`src/rtl/clause_loader.sv`:
```
// Clause loader: streams N clauses then M unit clauses from the problem memories
// onto the mem2carb interface, pulses finish, then waits for the distributor to drain.

package clause_loader_pkg;
  localparam int LIT_W    = 16;
  localparam int CLA_LITS = 3;
  typedef logic [LIT_W-1:0]          lit_t;
  typedef logic [CLA_LITS*LIT_W-1:0] cla_t;
endpackage

module clause_loader
  import clause_loader_pkg::*;
#(
  parameter int ADDR_W = 10
) (
  input  logic              clk_i,
  input  logic              rst_i,
  input  logic              go_i,
  input  logic [ADDR_W:0]   num_cla_i,
  input  logic [ADDR_W:0]   num_uc_i,
  input  logic              hold_i,
  output logic              cla_mem_rd_o,
  output logic [ADDR_W-1:0] cla_mem_addr_o,
  input  cla_t              cla_mem_rdata_i,
  output logic              uc_mem_rd_o,
  output logic [ADDR_W-1:0] uc_mem_addr_o,
  input  lit_t              uc_mem_rdata_i,
  output logic              mem2carb_start_o,
  output cla_t              mem2carb_clause_o,
  output logic              mem2carb_uc_valid_o,
  output lit_t              mem2carb_uc_o,
  output logic              mem2carb_finish_o,
  input  logic              carb_empty_i,
  output logic              busy_o,
  output logic              done_o
);

  typedef enum logic [2:0] {S_IDLE, S_CLA, S_UC, S_FIN, S_WAIT, S_DONE} state_t;

  localparam logic [ADDR_W:0]   MAX_CNT  = {1'b1, {ADDR_W{1'b0}}};
  localparam logic [ADDR_W:0]   CNT_ONE  = (ADDR_W+1)'(1);
  localparam logic [ADDR_W-1:0] ADDR_ONE = ADDR_W'(1);

  state_t            state_q, state_d;
  logic [ADDR_W:0]   numCla_q, numCla_d;
  logic [ADDR_W:0]   numUc_q, numUc_d;
  logic [ADDR_W-1:0] claCnt_q, claCnt_d;
  logic [ADDR_W-1:0] ucCnt_q, ucCnt_d;
  logic              start_q, ucValid_q, finish_q;
  logic              claRd, ucRd;
  logic              lastCla, lastUc;

  function automatic logic [ADDR_W:0] clampCnt(input logic [ADDR_W:0] n);
    return (n > MAX_CNT) ? MAX_CNT : n;
  endfunction

  assign lastCla = ({1'b0, claCnt_q} == (numCla_q - CNT_ONE));
  assign lastUc  = ({1'b0, ucCnt_q} == (numUc_q - CNT_ONE));

  // Counters hold at the final address instead of wrapping past it.
  always_comb begin
    state_d  = state_q;
    numCla_d = numCla_q;
    numUc_d  = numUc_q;
    claCnt_d = claCnt_q;
    ucCnt_d  = ucCnt_q;
    claRd    = 1'b0;
    ucRd     = 1'b0;
    case (state_q)
      S_IDLE, S_DONE: begin
        if (go_i) begin
          numCla_d = clampCnt(num_cla_i);
          numUc_d  = clampCnt(num_uc_i);
          claCnt_d = '0;
          ucCnt_d  = '0;
          if (numCla_d != '0)     state_d = S_CLA;
          else if (numUc_d != '0) state_d = S_UC;
          else                    state_d = S_FIN;
        end
      end
      S_CLA: begin
        if (!hold_i) begin
          claRd = 1'b1;
          if (lastCla) state_d = (numUc_q == '0) ? S_FIN : S_UC;
          else         claCnt_d = claCnt_q + ADDR_ONE;
        end
      end
      S_UC: begin
        if (!hold_i) begin
          ucRd = 1'b1;
          if (lastUc) state_d = S_FIN;
          else        ucCnt_d = ucCnt_q + ADDR_ONE;
        end
      end
      S_FIN: state_d = S_WAIT;
      // carb_empty is ignored in the finish-pulse cycle itself.
      S_WAIT: begin
        if (carb_empty_i && !finish_q) state_d = S_DONE;
      end
      default: state_d = S_IDLE;
    endcase
  end

  always_ff @(posedge clk_i) begin
    if (rst_i) begin
      state_q   <= S_IDLE;
      numCla_q  <= '0;
      numUc_q   <= '0;
      claCnt_q  <= '0;
      ucCnt_q   <= '0;
      start_q   <= 1'b0;
      ucValid_q <= 1'b0;
      finish_q  <= 1'b0;
    end else begin
      state_q   <= state_d;
      numCla_q  <= numCla_d;
      numUc_q   <= numUc_d;
      claCnt_q  <= claCnt_d;
      ucCnt_q   <= ucCnt_d;
      start_q   <= claRd;
      ucValid_q <= ucRd;
      finish_q  <= (state_q == S_FIN);
    end
  end

  assign cla_mem_rd_o        = claRd;
  assign cla_mem_addr_o      = claCnt_q;
  assign uc_mem_rd_o         = ucRd;
  assign uc_mem_addr_o       = ucCnt_q;
  assign mem2carb_start_o    = start_q;
  assign mem2carb_clause_o   = cla_mem_rdata_i;
  assign mem2carb_uc_valid_o = ucValid_q;
  assign mem2carb_uc_o       = uc_mem_rdata_i;
  assign mem2carb_finish_o   = finish_q;
  assign busy_o              = (state_q != S_IDLE) && (state_q != S_DONE);
  assign done_o              = (state_q == S_DONE);

endmodule

```
`config.mk`:
```
export PLATFORM = sky130hd
export DESIGN_NAME = clause_loader
export DESIGN_NICKNAME = d
export VERILOG_FILES = /design/src/rtl/clause_loader.sv
export SDC_FILE = /design/constraint.sdc
export NUM_CORES = 1
export LEC_CHECK = 0
export ABC_AREA = 1
export ABC_CLOCK_PERIOD_IN_PS = 2400
export CAP_MARGIN = 20
export CORE_MARGIN = 2
export CORE_UTILIZATION = 42
export DETAILED_ROUTE_END_ITERATION = 8
export HOLD_SLACK_MARGIN = 0.08
export PLACE_DENSITY_LB_ADDON = 0.1
export SETUP_SLACK_MARGIN = 0.5
export SLEW_MARGIN = 20
export SYNTH_ARGS = -nofsm -noshare
export SYNTH_HDL_FRONTEND = slang
export SYNTH_SLANG_ARGS = --single-unit
```
`constraint.sdc`:
```
create_clock -name clk_i -period 2.4 [get_ports clk_i]
set_input_delay 0.36 -clock clk_i [delete_from_list [all_inputs] [get_ports clk_i]]
set_output_delay 0.36 -clock clk_i [all_outputs]
set_load 0.05 [all_outputs]
```
==> impl_results.rst, run 1 <==
.. list-table::
   :header-rows: 1

   * - Metric
     - Value
   * - Clock latency on the worst-skew pair
     - 0.30 ns
   * - Sw Ratio
     - 0.4907
   * - Post-cts hold buffer count
     - 0
   * - Syn nets
     - 671
   * - Library cell occupying the most area in the post-synthesis netlist
     - sky130_fd_sc_hd__dfxtp_1
   * - Number of buffers on the longest clock path
     - 2
   * - Die Outline Area
     - 0.009802 sq mm
   * - Post-Route Skew
     - 0.004522 ns
   * - Hold_ws
     - 0.4900 ns
   * - Fin Setup TNS
     - 0 ns
   * - Data arrival, critical path
     - 1.50 ns
   * - Synthesized area per cell
     - 6.582 sq um
   * - Detailed-routing iteration count for the pre-antenna-repair pass
     - 4
   * - Slew Viols, Final
     - 0
   * - Post-route fraction of the period consumed by the critical path
     - 0.7770
   * - Finish-stage setup viols
     - 0
   * - Number of design-rule violations left by the first detailed-router iteration
     - 86
   * - Global route overflow
     - 0
   * - Post-route core utilization
     - 0.5072
   * - Worst rel slew slack
     - 0.6331
   * - Critical Path Fanout Max
     - 4
   * - Clock share of power
     - 0.126
   * - Proportion of register bits with asynchronous set or reset after synthesis
     - 0
   * - Post-synth EDFFs
     - 0
   * - CTS sink cnt
     - 48
   * - Setup repair after global routing missed its margin
     - yes
   * - Top post-synthesis cells by area
     - sky130_fd_sc_hd__dfxtp_1, sky130_fd_sc_hd__buf_4, sky130_fd_sc_hd__nand2_1
   * - Min Clock Period, post-route
     - ~1.9 ns
   * - Post-placement cell count
     - 672
   * - Worst Setup Start Kind
     - flop
   * - Number of nets still failing antenna checks after routing
     - 0
   * - Starting Density
     - 0.4347
   * - Layout net count
     - 681
   * - Die H
     - 99.01 um
   * - Estimated wirelength of the detail-placed design
     - roughly 7000 um
   * - H-tree Lvls
     - 2
   * - Routed wirelength normalized by instance count
     - 13.96 um
   * - CTS buffer count
     - 5
   * - Width of the die
     - 99.01 um
   * - Slew at the pin closest to its max-slew limit
     - 0.5486 ns
   * - Sequential fraction of the synthesis area
     - 0.2535
   * - Port Buffers
     - 53
   * - Sort of element at the end of the critical path
     - output port
   * - Share of cells above drive strength 1
     - 0.2368
   * - Cell at the root of the clock tree
     - sky130_fd_sc_hd__clkbuf_8
   * - Row count
     - 34
   * - Wire length on met1
     - roughly 4300 um
   * - Maximum number of pins on one net before global-route repair
     - 29
   * - Vias per Instance
     - 5.168
   * - Total via count in the routed design
     - 3592
   * - Combinational group share of total power
     - 0.604
   * - Number of antenna repair diodes
     - 0
   * - Met2 WL
     - 4934 um
   * - Vias in the first global route
     - 3473
   * - Total chip power
     - 4.046 mW
   * - Core ar.
     - 0.008721 sq mm
   * - Yosys top cell area share
     - 0.2535
   * - Power dissipated by switching net loads
     - around 2.0 mW
   * - DR DRC count
     - 0
   * - Aggregate global-route resource usage
     - 0.2020
   * - Sequential share of power
     - 0.270
   * - Post-synthesis register bit count
     - 48
   * - Routed length on met3
     - between 300 and 400 um
   * - Uppermost routed layer
     - met4
   * - Cell area power density
     - 914.7 mW/mm^2
   * - Max-cap check violation count
     - 0
   * - Final weighted congestion in routability-driven placement
     - 0.8620
   * - Count of cell types in the netlist
     - 34
   * - Number of I/O pins
     - 182
   * - First-pass GRT wire length
     - 16430 um
   * - Worst min-delay path class
     - flop to flop
   * - Data required time at the worst endpoint
     - 2.04 ns
   * - Static Leak
     - 1.802 nW
   * - Final-report hold violation count
     - 0
   * - Post-Syn Area
     - 0.003791 sq mm
   * - CTS tree
     - done
   * - Run status
     - finished clean
   * - Non-filler cells, final
     - 695
   * - Peak Freq
     - 536.3 MHz
   * - Area Growth Syn to Fin
     - 16.67%
   * - Antenna violations before repair
     - 0
   * - Worst vdd ir
     - ~0.00031 V
   * - Total wire length
     - around 9700 um
   * - P_int
     - 2.061 mW
   * - YS warnings
     - 0
   * - Setup slack on the worst flop-to-flop path
     - 0.56 ns
   * - Clk slew on worst S/H paths
     - 0.09 ns
   * - Top FF cell, synth
     - sky130_fd_sc_hd__dfxtp_1
   * - Startpoint-to-endpoint class of the critical path
     - flop to output port
   * - Cell count after synthesis
     - 576
cell usage in the layout, fill, tap and decap left out, types with 11 or more instances in the layout:
master,netlist,routed
sky130_fd_sc_hd__nand3_2,1,11
sky130_fd_sc_hd__dlygate4sd2_1,0,20
sky130_fd_sc_hd__nand3_1,47,36
sky130_fd_sc_hd__buf_4,64,22
sky130_fd_sc_hd__nand2_1,123,117
sky130_fd_sc_hd__clkdlybuf4s50_1,0,29
sky130_fd_sc_hd__nand2_2,13,17
sky130_fd_sc_hd__nor2_1,64,55
sky130_fd_sc_hd__nand4_1,16,16
sky130_fd_sc_hd__a21oi_2,9,11
sky130_fd_sc_hd__dfxtp_2,0,15
sky130_fd_sc_hd__a21oi_1,39,37
sky130_fd_sc_hd__nor2_2,6,11
sky130_fd_sc_hd__dfxtp_1,48,33
sky130_fd_sc_hd__inv_1,45,40
sky130_fd_sc_hd__xor2_1,17,16
layer usage:
layer | track usage | vias to the layer above
met5 | 0 | -
met4 | 0.04320 | 0
met1 | 0.2556 | 1674
li1 | - | 1823
met3 | 0.04468 | 13
met2 | 0.3519 | 82
flip-flops by register name (all words and copies together) (netlist names):
| register | count |
|---|---|
| numCla_q | 11 |
| numUc_q | 11 |
| cla_mem_addr_o | 10 |
| uc_mem_addr_o | 10 |
| state_q | 3 |
| mem2carb_finish_o | 1 |
| mem2carb_start_o | 1 |
| mem2carb_uc_valid_o | 1 |
cells by family (layout without fill, tap and decap cells):
family,after synthesis,after routing,synth area share
simple gates,300,302,0.3706
buf+inv,131,140,0.1997
xor+xnor,26,26,0.06007
flops,48,48,0.2535
compound gates,67,67,0.1030
fa+ha+maj,4,4,0.01320
worst max-delay path, cell delays in order (launching register included):
cell,delay (ns)
sky130_fd_sc_hd__dfxtp_1,0.34
sky130_fd_sc_hd__inv_2,0.10
sky130_fd_sc_hd__nand2_1,0.16
sky130_fd_sc_hd__o21ai_4,0.24
sky130_fd_sc_hd__inv_2,0.13
sky130_fd_sc_hd__clkbuf_4,0.23
power by group through the flow:
stage          Clock, mW  Combinational (mW)  Sequential, mW
2_1_floorplan          0                1.85            1.11
3_3_place_gp           0                2.05            1.08
3_5_place_dp           0                2.08            1.08
4_1_cts            0.532                2.20            1.06
5_1_grt            0.570                2.73            1.11
6_report           0.511                2.44            1.09
per-stage QoR:
stage | worst slack, ns | cell area (sq um)
3_5_place_dp | 0.2194 | 4011
4_1_cts | 0.3793 | 4180
5_1_grt | 0.3642 | 4423
3_3_place_gp | 0.2220 | 4011
2_1_floorplan | 0.5005 | 3802
6_report | 0.5352 | 4423
path summary, 6_finish.rpt:
path                            cells after the start         from                to
worst max register to register                     13   numUc_q[1]  uc_mem_addr_o[5]
worst max-delay path                                5   state_q[1]            busy_o
worst min register to register                      2  numCla_q[1]       numCla_q[1]
worst min-delay path                                2  numCla_q[1]       numCla_q[1]
Yosys cell counts (4+ instances only):
| cell | n |
|---|---|
| sky130_fd_sc_hd__nor2_4 | 4 |
| sky130_fd_sc_hd__nand3_1 | 47 |
| sky130_fd_sc_hd__o21ai_0 | 10 |
| sky130_fd_sc_hd__ha_1 | 4 |
| sky130_fd_sc_hd__nand4_1 | 16 |
| sky130_fd_sc_hd__buf_4 | 64 |
| sky130_fd_sc_hd__nand2_1 | 123 |
| sky130_fd_sc_hd__xor2_1 | 17 |
| sky130_fd_sc_hd__nand2_2 | 13 |
| sky130_fd_sc_hd__xnor2_1 | 9 |
| sky130_fd_sc_hd__nor3_1 | 10 |
| sky130_fd_sc_hd__a21oi_1 | 39 |
| sky130_fd_sc_hd__dfxtp_1 | 48 |
| sky130_fd_sc_hd__nor2_2 | 6 |
| sky130_fd_sc_hd__clkbuf_1 | 8 |
| sky130_fd_sc_hd__inv_1 | 45 |
| sky130_fd_sc_hd__or2_2 | 5 |
| sky130_fd_sc_hd__a211oi_1 | 7 |
| sky130_fd_sc_hd__a21oi_2 | 9 |
| sky130_fd_sc_hd__inv_2 | 7 |
| sky130_fd_sc_hd__nor2_1 | 64 |
area by class of cell:
type,count,area [sq um]
tap,108,135.1
fill,913,4298
inverter,54,212.7
timing repair inverter,1,5.005
multi-input combinational,399,2300
sequential,48,979.7
timing repair buffer,77,700.7
clock buffer,8,90.09
what timing repair did:
item | 4_1_cts | 5_1_grt
gates cloned | 2 | 1
buffers inserted | 5 | 7
hold endpoints to repair | 0 | 0
pin swaps | 8 | 27
setup endpoints to repair | 46 | 47
resized for setup | 40 | 60
(Power assumes the default switching activity.)
==> run 2, diff against run 1 <==
ABC_CLOCK_PERIOD_IN_PS = 1900   (was 2400)
clock period = 1.9 ns   (was 2.4 ns; I/O delays follow)
==> run 2 against run 1 <==
  * Final cell count up 2.3%
  * Global-route usage up 0.36 points
  * Worst setup slack lost 0.47 ns
  * Count of clock-buffer cells in the layout unchanged
  * Register-to-register slack worse by 0.50 ns
  * First-iteration DRC count grew 30%
  * Flip-flop and latch count stayed put
  * Critical path type is now flop to flop
==> impl_results.rst, run 2 (synthesis gave the netlist of run 1 again) <==
.. list-table::
   :header-rows: 1

   * - Metric
     - Value
   * - Number of antenna repair diodes
     - 0 (unchanged)
   * - Core ar.
     - 0.008721 sq mm (unchanged)
   * - Vias per Instance
     - 5.232 (was 5.168)
   * - Data required time at the worst endpoint
     - 2.10 ns (was 2.04 ns)
   * - Clock latency on the worst-skew pair
     - 0.30 ns (about the same)
   * - DR DRC count
     - 0 (unchanged)
   * - Most common cell after layout, fill and taps aside
     - sky130_fd_sc_hd__nand2_1 (unchanged)
   * - Detailed-routing iteration count for the pre-antenna-repair pass
     - 5 (was 4)
   * - Source of the critical timing path
     - numUc_q[1] (was state_q[1])
   * - Post-Route Skew
     - 0.009072 ns (was 0.004522 ns)
   * - Area Growth Syn to Fin
     - 30.16% (was 16.67%)
   * - Die Outline Area
     - 0.009802 sq mm (unchanged)
   * - Area of the multi-input gates
     - 0.002524 sq mm (was 0.002300 sq mm)
   * - Critical Path Fanout Max
     - 9 (was 4)
   * - Layout filler cell count
     - 838 (was 913)
   * - Startpoint-to-endpoint class of the critical path
     - flop to flop (was flop to output port)
   * - Width of the die
     - 99.01 um (unchanged)
   * - Post-cts hold buffer count
     - 0 (unchanged)
   * - Number of design-rule violations left by the first detailed-router iteration
     - 112 (was 86)
   * - Max-cap check violation count
     - 0 (unchanged)
   * - Start of the worst register-to-register path
     - numUc_q[1] (unchanged)
   * - Die H
     - 99.01 um (unchanged)
   * - Slew Viols, Final
     - 0 (unchanged)
   * - Setup repair after global routing missed its margin
     - yes (unchanged)
   * - Min Clock Period, post-route
     - between 1.5 and 2 ns
   * - CTS sink cnt
     - 48 (unchanged)
   * - Sort of element at the end of the critical path
     - flop (was output port)
   * - Total wire length
     - 10070 um (was 9701 um)
   * - Global route overflow
     - 0 (unchanged)
   * - Final-report hold violation count
     - 0 (unchanged)
   * - Maximum number of pins on one net before global-route repair
     - 21 (was 29)
   * - Routed wirelength normalized by instance count
     - 14.16 um (was 13.96 um)
   * - Worst Setup Start Kind
     - flop (unchanged)
   * - Non-filler cells, final
     - 711 (was 695)
   * - Worst vdd ir
     - 0.0004574 V (was 0.0003103 V)
   * - Clk slew on worst S/H paths
     - 0.09 ns (about the same)
   * - Total via count in the routed design
     - 3720 (was 3592)
   * - Fin Setup TNS
     - 0 ns (unchanged)
   * - Starting Density
     - 0.4347 (unchanged)
   * - Port Buffers
     - 53 (unchanged)
   * - Static Leak
     - 1.964 nW (was 1.802 nW)
   * - Number of I/O pins
     - 182 (unchanged)
   * - H-tree Lvls
     - 2 (unchanged)
   * - Final weighted congestion in routability-driven placement
     - 0.8446 (was 0.8620)
   * - Slew at the pin closest to its max-slew limit
     - 0.5129 ns (was 0.5486 ns)
   * - Number of buffers on the longest clock path
     - 2 (unchanged)
   * - Row count
     - 34 (unchanged)
   * - Area taken by flip-flops and latches
     - 0.001021 sq mm (was 979.7 sq um)
   * - Run status
     - finished clean (unchanged)
   * - Regs by FF count
     - numCla_q x11, numUc_q x11 (unchanged)
   * - Worst rel slew slack
     - 0.6580 (was 0.6331)
   * - Cell area power density
     - 1184 mW/mm^2 (was 914.7 mW/mm^2)
   * - Post-route fraction of the period consumed by the critical path
     - 0.9674
   * - Post-route core utilization
     - 0.5659 (was 0.5072)
   * - Start point of the worst hold path
     - rst_i (was numCla_q[1])
   * - Most used cells in the layout excluding fill and tap cells
     - sky130_fd_sc_hd__nand2_1, sky130_fd_sc_hd__nor2_1, sky130_fd_sc_hd__inv_1 (unchanged)
   * - CTS buffer count
     - 5 (unchanged)
   * - Peak Freq
     - 544.1 MHz
   * - Share of cells above drive strength 1
     - 0.3914 (was 0.2368)
   * - Estimated wirelength of the detail-placed design
     - 7226 um (was 7169 um)
   * - Number of nets still failing antenna checks after routing
     - 0 (unchanged)
   * - Antenna violations before repair
     - 0 (unchanged)
   * - Finish-stage setup viols
     - 0 (unchanged)
   * - Aggregate global-route resource usage
     - 0.2057 (was 0.2020)
   * - First-pass GRT wire length
     - 16880 um (was 16430 um)
   * - Worst min-delay path class
     - primary input to flop (was flop to flop)
   * - Post-placement cell count
     - 676 (was 672)
   * - Vias in the first global route
     - 3625 (was 3473)
   * - Data arrival, critical path
     - 2.04 ns (was 1.50 ns)
   * - CTS tree
     - done (unchanged)
   * - Cell at the root of the clock tree
     - sky130_fd_sc_hd__clkbuf_8 (unchanged)
   * - Layout net count
     - 697 (was 681)
-- run 2: cell type report --
class,count,share of cell area
timing repair buffer,91,0.1742
multi-input combinational,398,0.5114
clock buffer,8,0.02028
inverter,54,0.04843
timing repair inverter,4,0.01141
tap,108,0.02738
sequential,48,0.2069
-- run 2: through the flow --
stage	hold slack [ns]	cell area (sq um)	setup WS, ns	power [mW]
after floorplan	0.3642	4080	0.1553	4.087
after global placement	0.4690	4312	-0.05725	4.363
after detailed placement	0.4745	4312	-0.07843	4.394
after CTS	0.4441	4796	0.08168	5.627
after global routing	0.4596	4935	-0.1098	6.313
final	0.4493	4935	0.06194	5.844
-- run 2: layer usage --
| metal | global-route usage | share of wire | vias up |
|---|---|---|---|
| met5 | 0 | 0 | - |
| met4 | 0.05163 | 0.017 | 0 |
| met3 | 0.03830 | 0.042 | 21 |
| met2 | 0.3758 | 0.51 | 113 |
| met1 | 0.2469 | 0.43 | 1730 |
| li1 | - | - | 1856 |
-- run 2: what timing repair did --
action	4_1_cts	5_1_grt
endpoints found under the setup margin	71	57
gates resized for setup	141	57
setup buffers	16	4
pin swaps	33	24
gates cloned	7	0
-- run 2: critical path, cell delays in order, from the launching register on --
cell,delay [ns]
sky130_fd_sc_hd__dfxtp_2,0.35
sky130_fd_sc_hd__inv_2,0.05
sky130_fd_sc_hd__ha_4,0.25
sky130_fd_sc_hd__xor2_1,0.14
sky130_fd_sc_hd__nand3_1,0.09
sky130_fd_sc_hd__nor2_1,0.09
sky130_fd_sc_hd__nand2_1,0.06
sky130_fd_sc_hd__nor2_1,0.11
sky130_fd_sc_hd__nand3_1,0.09
sky130_fd_sc_hd__nand2_2,0.12
sky130_fd_sc_hd__nand2_4,0.08
sky130_fd_sc_hd__nand2_4,0.11
sky130_fd_sc_hd__inv_2,0.05
sky130_fd_sc_hd__nor2_1,0.09
sky130_fd_sc_hd__nor2_1,0.05
-- run 2: worst paths after layout --
path                                         end  slack [ns]  cells past startpoint
worst max-delay path            uc_mem_addr_o[0]        0.06                     14
worst min-delay path            uc_mem_addr_o[4]        0.45                      2
worst max register to register  uc_mem_addr_o[0]        0.06                     14
worst min register to register       numCla_q[1]        0.47                      2
-- run 2: report_power, final --
part	switching, mW	internal [mW]	total (mW)
Sequential	0.221	1.18	1.40
Clock	0.340	0.333	0.673
Combinational	2.24	1.53	3.77
Total	2.81	3.04	5.84
==> run 3, diff against run 2 <==
PLACE_DENSITY = 0.82   (was default)
PLACE_DENSITY_LB_ADDON = default   (was 0.1)
==> run 3 against run 2 <==
  * Via count rose by 6.7%
  * Register-to-register slack got worse by 0.06 ns
  * Global-route usage rose by 0.54 points
  * Sequential power barely moved
  * Critical path depth fell by 1
==> impl_results.rst, run 3 (synthesis gave the netlist of run 1 again) <==
.. list-table::
   :header-rows: 1

   * - Metric
     - Value
   * - Run status
     - finished clean (unchanged)
   * - Worst vdd ir
     - 0.0005468 V (was 0.0004574 V)
   * - Maximum number of pins on one net before global-route repair
     - 19 (was 21)
   * - Pre-CTS setup slack
     - -0.1013 ns (was -0.07843 ns)
   * - Min Clock Period, post-route
     - 1.898 ns (was 1.838 ns)
   * - Slew at the pin closest to its max-slew limit
     - 0.3691 ns (was 0.5129 ns)
   * - Layout filler cell count
     - 735 (was 838)
   * - Slew Viols, Final
     - 0 (unchanged)
   * - Depth of the most critical reg-to-reg path
     - 13 (was 14)
   * - Vias per Instance
     - 5.574 (was 5.232)
   * - Regs by FF count
     - numCla_q x11, numUc_q x11 (unchanged)
   * - CTS sink cnt
     - 48 (unchanged)
   * - CTS tree
     - done (unchanged)
   * - Estimated wirelength of the detail-placed design
     - 7425 um (was 7226 um)
   * - Worst setup path endpoint
     - uc_mem_addr_o[0] (unchanged)
   * - Number of nets still failing antenna checks after routing
     - 0 (unchanged)
   * - Sort of element at the end of the critical path
     - flop (unchanged)
   * - Path length in cells of the critical path
     - 13 (was 14)
   * - Die H
     - 99.01 um (unchanged)
   * - Worst Setup Start Kind
     - flop (unchanged)
   * - Most common cell after layout, fill and taps aside
     - sky130_fd_sc_hd__nand2_1 (unchanged)
   * - Buf+Inv Stages, Crit Path
     - 1 (was 2)
   * - Post-Route Skew
     - 0.008358 ns (was 0.009072 ns)
   * - Number of antenna repair diodes
     - 0 (unchanged)
   * - Number of instances on the worst hold path
     - 2 (unchanged)
   * - Setup repair after global routing missed its margin
     - yes (unchanged)
   * - Width of the die
     - 99.01 um (unchanged)
   * - Worst rel slew slack
     - 0.7517 (was 0.6580)
   * - Finish-stage setup viols
     - 0 (unchanged)
   * - Aggregate global-route resource usage
     - 0.2111 (was 0.2057)
   * - Post-route core utilization
     - 0.5760 (was 0.5659)
   * - Total wire length
     - 11140 um (was 10070 um)
   * - Cell type with the highest occurrence count on the critical path
     - sky130_fd_sc_hd__nor2_1 (unchanged)
   * - Max-cap check violation count
     - 0 (unchanged)
   * - Share of cells above drive strength 1
     - 0.4123 (was 0.3914)
   * - Core ar.
     - 0.008721 sq mm (unchanged)
   * - Worst-case setup margin in the final layout
     - 0.002048 ns (was 0.06194 ns)
   * - Source of the critical timing path
     - numUc_q[7] (was numUc_q[1])
   * - Vias in the first global route
     - 3735 (was 3625)
   * - DR DRC count
     - 0 (unchanged)
   * - Global route overflow
     - 0 (unchanged)
   * - Startpoint-to-endpoint class of the critical path
     - flop to flop (unchanged)
   * - Cell at the root of the clock tree
     - sky130_fd_sc_hd__clkbuf_8 (unchanged)
   * - Fin Setup TNS
     - 0 ns (unchanged)
   * - Detailed-routing iteration count for the pre-antenna-repair pass
     - 6 (was 5)
   * - Critical Path Fanout Max
     - 9 (unchanged)
   * - H-tree Lvls
     - 2 (unchanged)
   * - Layout Cell Area excl Fill
     - 0.005024 sq mm (was 0.004935 sq mm)
   * - Antenna violations before repair
     - 0 (unchanged)
   * - Layout net count
     - 698 (was 697)
   * - Clock latency on the worst-skew pair
     - 0.32 ns (was 0.30 ns)
   * - Number of I/O pins
     - 182 (unchanged)
   * - Area after DPL
     - 0.004284 sq mm (was 0.004312 sq mm)
   * - Cell area power density
     - 1242 mW/mm^2 (was 1184 mW/mm^2)
   * - Setup slack on the worst flop-to-flop path
     - 0.002 ns (was 0.06 ns)
   * - CTS buffer count
     - 5 (unchanged)
   * - Final-report hold violation count
     - 0 (unchanged)
   * - Data arrival, critical path
     - 2.12 ns (was 2.04 ns)
   * - Area Growth Syn to Fin
     - 32.51% (was 30.16%)
   * - Slowest cell on the critical path
     - sky130_fd_sc_hd__dfxtp_1 (was sky130_fd_sc_hd__dfxtp_2)
   * - Start of the worst register-to-register path
     - numUc_q[7] (was numUc_q[1])
   * - Number of buffers on the longest clock path
     - 2 (unchanged)
   * - Port Buffers
     - 53 (unchanged)
   * - Static Leak
     - 1.998 nW (was 1.964 nW)
   * - Most used cells in the layout excluding fill and tap cells
     - sky130_fd_sc_hd__nand2_1, sky130_fd_sc_hd__nor2_1, sky130_fd_sc_hd__inv_1 (unchanged)
   * - First-pass GRT wire length
     - 17130 um (was 16880 um)
   * - Data required time at the worst endpoint
     - 2.12 ns (was 2.10 ns)
   * - Clk slew on worst S/H paths
     - 0.10 ns (was 0.09 ns)
   * - Post-cts hold buffer count
     - 0 (unchanged)
   * - Total via count in the routed design
     - 3969 (was 3720)
   * - Number of design-rule violations left by the first detailed-router iteration
     - 137 (was 112)
   * - Post-route fraction of the period consumed by the critical path
     - 0.9989 (was 0.9674)
   * - Cell class contributing the biggest share of worst-path delay
     - simple AND/OR/NAND/NOR gates (unchanged)
   * - Terminus of the critical flop-to-flop path
     - uc_mem_addr_o[0] (unchanged)
   * - Starting Density
     - 0.4347 (unchanged)
   * - Die Outline Area
     - 0.009802 sq mm (unchanged)
   * - Final weighted congestion in routability-driven placement
     - 0.8684 (was 0.8446)
   * - Cells along the critical path
     - or2_2 -> nor2_1 -> nand2_1 -> nand2_1 -> nand2_1 -> nor2_1 -> nand3_1 -> nand2_2 -> nand2_4 -> nand2_8 -> inv_2 -> nor2_1 -> nor2_1 (was inv_2 -> ha_4 -> xor2_1 -> nand3_1 -> nor2_1 -> nand2_1 -> nor2_1 -> nand3_1 -> nand2_2 -> nand2_4 -> nand2_4 -> inv_2 -> nor2_1 -> nor2_1)
   * - Routed wirelength normalized by instance count
     - 15.65 um (was 14.16 um)
   * - Row count
     - 34 (unchanged)
   * - Worst path max stage delay
     - 0.39 ns (was 0.35 ns)
   * - Peak Freq
     - 526.9 MHz (was 544.1 MHz)
   * - Worst min-delay path class
     - flop to flop (was primary input to flop)
[run 3: changes by cell type in the layout (fill, tap and decap cells not counted), sizes merged]
cell	change
buf	+2
clkbuf	-3
clkdlybuf4s15	-1
clkdlybuf4s18	+1
clkdlybuf4s50	+1
clkinv	+3
inv	-1
nand3	-1
[run 3: worst reg2reg max path: stages, from the launching register on]
cell                      delay, ns
sky130_fd_sc_hd__dfxtp_1       0.39
sky130_fd_sc_hd__or2_2         0.33
sky130_fd_sc_hd__nor2_1        0.13
sky130_fd_sc_hd__nand2_1       0.08
sky130_fd_sc_hd__nand2_1       0.06
sky130_fd_sc_hd__nand2_1       0.05
sky130_fd_sc_hd__nor2_1        0.10
sky130_fd_sc_hd__nand3_1       0.10
sky130_fd_sc_hd__nand2_2       0.10
sky130_fd_sc_hd__nand2_4       0.10
sky130_fd_sc_hd__nand2_8       0.12
sky130_fd_sc_hd__inv_2         0.05
sky130_fd_sc_hd__nor2_1        0.12
sky130_fd_sc_hd__nor2_1        0.07
[run 3: metal layers]
layer | GRT usage | share of wire
met5 | 0 | 0
met4 | 0.08746 | 0.031
met3 | 0.03901 | 0.062
met2 | 0.3789 | 0.52
met1 | 0.2451 | 0.39
[run 3: where the power goes]
part | switching (mW) | leakage (nW) | internal [mW]
sequential | 0.248 | 0.409 | 1.18
clock | 0.411 | 0.0495 | 0.271
combinational | 2.40 | 1.54 | 1.73
[run 3: worst min path at each step]
stage	start	endpoint	slack, ns
2_1_floorplan	hold_i	mem2carb_uc_valid_o	0.36
3_3_place_gp	numCla_q[1]	numCla_q[1]	0.47
3_5_place_dp	numCla_q[10]	numCla_q[10]	0.49
4_1_cts	numCla_q[1]	numCla_q[1]	0.49
5_1_grt	cla_mem_addr_o[3]	cla_mem_addr_o[3]	0.52
6_report	cla_mem_addr_o[3]	cla_mem_addr_o[3]	0.50
[run 3: layout make-up]
| class | count | area, sq um | share of cell area |
|---|---|---|---|
| clock inverters | 3 | 23.77 | 0.004732 |
| well taps | 108 | 135.1 | 0.02690 |
| repair buffers | 94 | 897.1 | 0.1786 |
| repair inverters | 3 | 36.28 | 0.007223 |
| multi-input cells | 397 | 2576 | 0.5128 |
| inverters | 54 | 259.0 | 0.05156 |
| clock buffers | 5 | 68.82 | 0.01370 |
| flip-flops and latches | 48 | 1027 | 0.2045 |
[run 3: what timing repair did]
item	4_1_cts	5_1_grt
setup buffers	20	6
pin swaps	21	24
gates resized for setup	121	95
endpoints found under the setup margin	70	51
cloned	1	2
[run 3: stage by stage]
step	instances	total power, mW	hold slack (ns)
2_1_floorplan	576	4.087	0.3642
3_3_place_gp	675	4.263	0.4698
3_5_place_dp	675	4.372	0.4878
4_1_cts	704	5.579	0.4940
5_1_grt	712	6.618	0.5179
6_report	712	6.241	0.5029
